<file path="config.mk">
export PLATFORM = sky130hd
export DESIGN_NAME = fifo_write_arbiter
export DESIGN_NICKNAME = d
export VERILOG_FILES = /design/src/rtl/fifo_write_arbiter.sv
export SDC_FILE = /design/constraint.sdc
export NUM_CORES = 1
export LEC_CHECK = 0
export ABC_AREA = 1
export BUFFER_PORTS_ARGS = -buffer_cell sky130_fd_sc_hd__buf_2
export CAP_MARGIN = 10
export CORE_ASPECT_RATIO = 1.4
export CORE_MARGIN = 10
export CORE_UTILIZATION = 30
export CTS_CLUSTER_DIAMETER = 120
export DETAILED_ROUTE_END_ITERATION = 10
export HOLD_SLACK_MARGIN = 0.12
export PLACE_DENSITY = 0.68
export SYNTH_ARGS = -nofsm -noshare
export SYNTH_HDL_FRONTEND = slang
export SYNTH_SLANG_ARGS = --single-unit
export TNS_END_PERCENT = 50
</file>
<file path="constraint.sdc">
create_clock -name w_clk -period 1.3 [get_ports w_clk]
set_input_delay 0.13 -clock w_clk [delete_from_list [all_inputs] [get_ports w_clk]]
set_output_delay 0.13 -clock w_clk [all_outputs]
set_load 0.02 [all_outputs]
</file>
<file path="src/rtl/fifo_write_arbiter.sv">
// fifo_write_arbiter: shares the asynchronous FIFO write port among NUM_REQ
// requesters in the w_clk domain. Grants are round-robin at burst granularity;
// a grant lasts until the grantee's last word, MAX_BURST words, or an abort.
// Optional statistics counters are built when ARB_STATS_EN is defined.
module fifo_write_arbiter #(
  parameter int NUM_REQ   = 4,
  parameter int DW        = 8,
  parameter int MAX_BURST = 8,
  parameter int CW        = 8
) (
  input  logic                  w_clk,
  input  logic                  rst,
  input  logic [NUM_REQ-1:0]    req,
  input  logic [NUM_REQ*DW-1:0] req_data,
  input  logic [NUM_REQ-1:0]    req_last,
  input  logic                  full_flag,
  output logic [NUM_REQ-1:0]    gnt,
  output logic [NUM_REQ-1:0]    ack,
  output logic                  w_en,
  output logic [DW-1:0]         w_data,
  output logic [2:0]            grant_id,
  output logic                  busy,
  output logic [15:0]           stat_bursts,
  output logic [15:0]           stat_stalls
);

  typedef enum logic {IDLE, BURST} state_t;

  state_t           state;
  logic [2:0]       last;
  logic [CW-1:0]    count;

  logic             req_g;
  logic             last_g;
  logic             acc;
  logic             cap_hit;
  logic             release_burst;
  logic             any_req;
  logic [2:0]       sel;
  logic [2:0]       sel_hi;
  logic [2:0]       sel_lo;
  logic             hi_found;

  // Grantee-qualified request, accept and release decisions
  always_comb begin
    req_g         = |(req & gnt);
    last_g        = |(req_last & gnt);
    acc           = (state == BURST) && req_g && !full_flag;
    cap_hit       = (count == CW'(MAX_BURST - 1));
    release_burst = (state == BURST) && ((acc && (last_g || cap_hit)) || !req_g);
    w_en          = acc;
    ack           = acc ? gnt : '0;
  end

  // Data mux driven by the one-hot grant
  always_comb begin
    w_data = '0;
    for (int i = 0; i < NUM_REQ; i++) begin
      if (gnt[i]) w_data = req_data[i*DW +: DW];
    end
  end

  // Round-robin pick: lowest requester above last, else lowest overall
  always_comb begin
    any_req  = |req;
    sel_hi   = '0;
    sel_lo   = '0;
    hi_found = 1'b0;
    for (int i = NUM_REQ - 1; i >= 0; i--) begin
      if (req[i]) begin
        sel_lo = 3'(i);
        if (i > int'(last)) begin
          sel_hi   = 3'(i);
          hi_found = 1'b1;
        end
      end
    end
    sel = hi_found ? sel_hi : sel_lo;
  end

  // Arbitration FSM with registered grant, grant_id and busy
  always_ff @(posedge w_clk) begin
    if (rst) begin
      state    <= IDLE;
      gnt      <= '0;
      grant_id <= '0;
      busy     <= 1'b0;
      count    <= '0;
      last     <= 3'(NUM_REQ - 1);
    end else begin
      case (state)
        IDLE: begin
          if (any_req) begin
            gnt      <= {{(NUM_REQ-1){1'b0}}, 1'b1} << sel;
            grant_id <= sel;
            busy     <= 1'b1;
            count    <= '0;
            state    <= BURST;
          end
        end
        BURST: begin
          if (release_burst) begin
            state <= IDLE;
            gnt   <= '0;
            busy  <= 1'b0;
            last  <= grant_id;
          end else if (acc) begin
            count <= count + 1'b1;
          end
        end
        default: state <= IDLE;
      endcase
    end
  end

`ifdef ARB_STATS_EN
  logic [15:0] bursts_q;
  logic [15:0] stalls_q;

  // Saturating counters for completed bursts and full-stall cycles
  always_ff @(posedge w_clk) begin
    if (rst) begin
      bursts_q <= '0;
      stalls_q <= '0;
    end else begin
      if (release_burst && (acc || count != '0) && bursts_q != 16'hFFFF)
        bursts_q <= bursts_q + 16'd1;
      if ((state == BURST) && req_g && full_flag && stalls_q != 16'hFFFF)
        stalls_q <= stalls_q + 16'd1;
    end
  end

  assign stat_bursts = bursts_q;
  assign stat_stalls = stalls_q;
`else
  assign stat_bursts = 16'd0;
  assign stat_stalls = 16'd0;
`endif

endmodule

</file>
# == Word-level counts from Yosys, hierarchy flattened ==
# Index checks and enable logic that the tools add are counted.
# totals
ff_bits,20
out_inout_bits,53
# op_classes
n_bitwise,3
n_eq_ne,5
magnitude_cmp,3
mux,35
add_sub_neg,1
reduce_logical,15
shift,1
# ops
operator,count
8-bit 2-to-1 mux,7
3-bit 2-to-1 mux,8
8-bit case mux with 2 select lines,1
4-bit 2-to-1 mux,3
4-bit OR reduction,3
1-bit 2-to-1 mux,10
"8-bit by 1-bit adder with 8-bit output, second input constant",1
4-bit bitwise AND,2
"8-bit by 3-bit == test with 1-bit output, second input constant",1
4-bit case mux with 2 select lines,1
"2-bit by 3-bit > comparator with 1-bit output, first input constant",2
2-bit 2-to-1 mux,3
"2-bit != test, second input constant",3
2-bit AND reduction,3
1-bit logical AND,4
1-bit case mux with 2 select lines,2
"1-bit by 3-bit << shifter with 4-bit output, first input constant",1
"1-bit by 3-bit > comparator with 1-bit output, first input constant",1
3-bit AND reduction,1
1-bit logical NOT,2
1-bit logical OR,2
"2-bit by 1-bit != test with 1-bit output, second input constant",1
1-bit inverter,1

# == Depth between registers and ports, before layout ==
# logic_depth
word_depth,11
ltp_mapped,11

# == Least setup slack after synthesis ==
# Ideal clock, no wire load.
# synth_path
path_type,flip-flop to output port
from,reg gnt[3]
to,out ack[0]
required_time_ns,1.170
arrival_ns,1.658
n_path_buf,1
path_stages_with_launch,8
slack_ns,-0.488
path_cell_list,dfxtp_1 > buf_4 > nand2_1 > nand4_1 > nand2_1 > nor2_1 > inv_1 > nor2_1
# synth_via
elab_chain_cells,5
# synth_rtl
element,line_no,rtl
"start, declared",17,"output logic [NUM_REQ-1:0] gnt,"
"start signal, assigned",94,"gnt <= {{(NUM_REQ-1){1'b0}}, 1'b1} << sel;"
4-bit bitwise AND,46,req_g = |(req & gnt);
4-bit OR reduction,46,
1-bit logical AND (2 in a row),48,acc = (state == BURST) && req_g && !full_flag;
net w_en,19,"output logic w_en,"
4-bit 2-to-1 mux,52,ack = acc ? gnt : '0;
"end, declared",18,"output logic [NUM_REQ-1:0] ack,"
# The timed path passes the listed nets, and every way through them passes these cells.

# == Final worst setup path ==
# layout_path
from,reg gnt[0]
to,out w_data[2]
# layout_via
elab_chain_cells,4
# layout_rtl
element,line_no,rtl
8-bit 2-to-1 mux (4 in a row),59,if (gnt[i]) w_data = req_data[i*DW +: DW];
"end, declared",20,"output logic [DW-1:0] w_data,"
# No other way between the ends.

==> flow_summary.json <==
{
  "critical_path_class": "reg2out",
  "cpMostUsedCell": "sky130_fd_sc_hd__nand2_1",
  "track_usage_pct": 11.1,
  "violated_checks": "negative setup slack",
  "status": "complete, but fails checks",
  "clock_tree.root_cell": "sky130_fd_sc_hd__clkbuf_8",
  "dpl_cell_area_sq_mm": 0.00205,
  "routed_wl_mm": 5.48,
  "post_synth_main_area_contributors": "sky130_fd_sc_hd__dfxtp_1 (24%), sky130_fd_sc_hd__buf_4 (17%), sky130_fd_sc_hd__nand2_1 (17%)",
  "yosys_register_bits": 18,
  "busiest_layer": "met2",
  "clockBufferDepth": 2,
  "initial_utilization_pct": 31.0,
  "grt_pass1_wl_mm": 7.71,
  "ant_nets": 0,
  "yosys-top-cells-count": "sky130_fd_sc_hd__nand2_1 (67), sky130_fd_sc_hd__buf_4 (34), sky130_fd_sc_hd__nor2_1 (32), sky130_fd_sc_hd__a21oi_1 (23), sky130_fd_sc_hd__o21ai_0 (20)",
  "grt_setup_unrepaired": "yes",
  "synthesis.instances": 248,
  "cts_made_buffers": 3,
  "timing.final.max_slew_violations": 0,
  "r2r_cells": 9,
  "regToRegEndpoint": "count[6]$_SDFFE_PP0P_",
  "crit_slowest_cell": "sky130_fd_sc_hd__dfxtp_4",
  "num_ports": 96,
  "endpoint_kind": "output port",
  "cp.arrival_ns": 1.38,
  "cp.buffers_inverters": 2,
  "yosys_warnings": 0,
  "cts_tree": "built",
  "layout.area.seq_sq_um": 375,
  "filler_cell_count": 468,
  "hold_worst_path_end": "count[1]$_SDFFE_PP0P_",
  "finish_stage_setup_viols": 21,
  "synth_edf_count": 0,
  "finish.instance_area_sq_mm": 0.00238,
  "vdd_ir_drop_max_mv": 0.358,
  "dominantRegCellSynth": "sky130_fd_sc_hd__dfxtp_1",
  "timing.critical_path.cells": "inv_4, nor2_4, nand2_1, nand2_1, o21ai_1, o21ai_2, buf_6",
  "antenna_cells": 0,
  "critical_register_to_register_path_startpoint": "count[1]$_SDFFE_PP0P_",
  "setup_total_negative_slack_ns": -2.45,
  "critical-path-max-stage-delay_ns": 0.38,
  "async_reset_ff_share_pct": 0,
  "max_freq_mhz": 662,
  "layout_worst_path_cycle_share_pct": 116,
  "grt_max_degree": 12,
  "final-hold-violation-count": 0,
  "distinct_cells_synth": 24,
  "worstHoldPathCells": 2,
  "globalRouteMet3Util_pct": 4.50,
  "critical_path.startpoint_type": "flip-flop",
  "num_vias": 1862,
  "gp_routability_congestion": 0.858,
  "met2_usage_pct": 20.0,
  "timing.final.crit_period_ns": 1.51,
  "leakage_uw": 0.00115,
  "synth_sequential_area_ratio_pct": 23.8,
  "core.rowCount": 30,
  "fin_skew_ns": 0.00334,
  "critPathRequiredTime_ns": 1.17,
  "post_drt_via_cell_ratio": 4.56,
  "critical_path.max_fanout": 8,
  "hpwlAfterDp_mm": 4.36,
  "clk_pin_slew_worst_paths_ns": 0.07,
  "critical-path-top-delay-family": "flip-flops",
  "ratio_of_cells_with_drive_above_1_in_the_final_layout_pct": 46.8,
  "max_cap_viol_count": 0,
  "global_route.overflow_total": 0,
  "grt.met1_usage_pct": 11.3,
  "setup.worst_path.start": "gnt[0]$_SDFFE_PP0P_",
  "synth.top_cell.area_share_pct": 23.8,
  "synth.avg_cell_area_sq_um": 6.10,
  "power.density_mw_per_mm2": 1000,
  "cts_num_sinks": 18,
  "area_growth_syn_to_layout_pct": 57.5,
  "cell_type_contributing_the_most_total_cell_area_after_synthesis": "sky130_fd_sc_hd__dfxtp_1",
  "starting_drt_drc_count": 39,
  "worst_skew_pair.late_latency_ns": 0.25,
  "drt-pass1-iter-count": 4,
  "combined_area_of_all_synthesized_cells_sq_mm": 0.00151,
  "grt_pass1_vias": 1695,
  "cts_htree_levels": 1,
  "port_buffers": 62,
  "fp.coreArea_sq_mm": 0.00488,
  "drc": 0,
  "detail_route.wl_per_cell_microns": 13.4,
  "die_width_microns": 80.0,
  "area_used_by_multi_input_combinational_logic_sq_mm": 0.00114,
  "die_height_microns": 104,
  "hp-start": "rst",
  "grt_antenna_before_repair": 0,
  "fin_ws_ns": -0.211,
  "synth_most_common_cell": "sky130_fd_sc_hd__nand2_1",
  "die-area_sq_mm": 0.00832,
  "rrSetupSlack_ns": -0.04,
  "path_depth": 7,
  "design.final.nets": 389,
  "hold_path.class": "in2reg"
}
[layout make-up]
cell class,count,area share [%]
timing repair buffer,97,27.6
sequential,18,15.8
clock buffer,4,2.31
multi-input combinational,207,47.9
inverter,18,3.05
tap,64,3.36
[cell families after synthesis]
logic type	Yosys count	synth area share, %
simple gates	123	35.3
buf+inv	57	22.7
compound gates	45	15.3
flops	18	23.8
xor+xnor	3	1.74
fa+ha+maj	1	0.827
other cells	1	0.248
[state kept, by name, indices dropped and copies added (netlist names)]
register	cells
count	8
gnt	4
grant_id	2
last	2
busy	1
state	1
[how the worst max path moves through the flow]
stage / to / slack [ns]
finish: w_data[2] / -0.21
floorplan: ack[0] / -0.11
global placement: gnt[0]$_SDFFE_PP0P_ / -0.08
detailed placement: gnt[0]$_SDFFE_PP0P_ / -0.14
CTS: w_data[4] / -0.24
global route: w_data[7] / -0.28
[layout by cell type (no fill, tap or decap), drive strengths merged, types with 3 or more instances in the layout]
master / count
inv: 18
clkbuf: 4
nand4: 3
nand3: 14
buf: 97
o21ai: 20
conb: 33
nor2: 33
xor2: 3
a21oi: 24
dfxtp: 18
nand2: 72
[power breakdown]
group          switching (uW)  total [uW]  internal, uW
clock network             188         457           269
logic                     748        1270           521
registers                51.9         655           603
[what timing repair did]
item                                    CTS  global route
gates cloned                              1             1
gates resized for setup                  41            35
buffers inserted                          4             4
hold buffers                              0             0
endpoints found under the setup margin   28            31
pin swaps                                15            21
[layer usage]
layer / up-vias / share of wire (%)
met2: 86 / 50
met3: 2 / 12
met4: 0 / 0.37
met5: - / 0
met1: 851 / 37
li1: 923 / -
[stage by stage]
stage	hold WS, ns	util [%]	setup slack (ns)	std cells	total power, uW
detailed placement	0.471	42.0	-0.136	396	1700
finish	0.205	48.8	-0.211	408	2380
CTS	0.194	46.3	-0.245	405	2310
floorplan	0.295	-	-0.108	280	1390
global route	0.217	48.8	-0.281	408	2510
global placement	0.463	42.0	-0.0761	396	1690
Note: power is estimated with default switching activity, not from simulation.
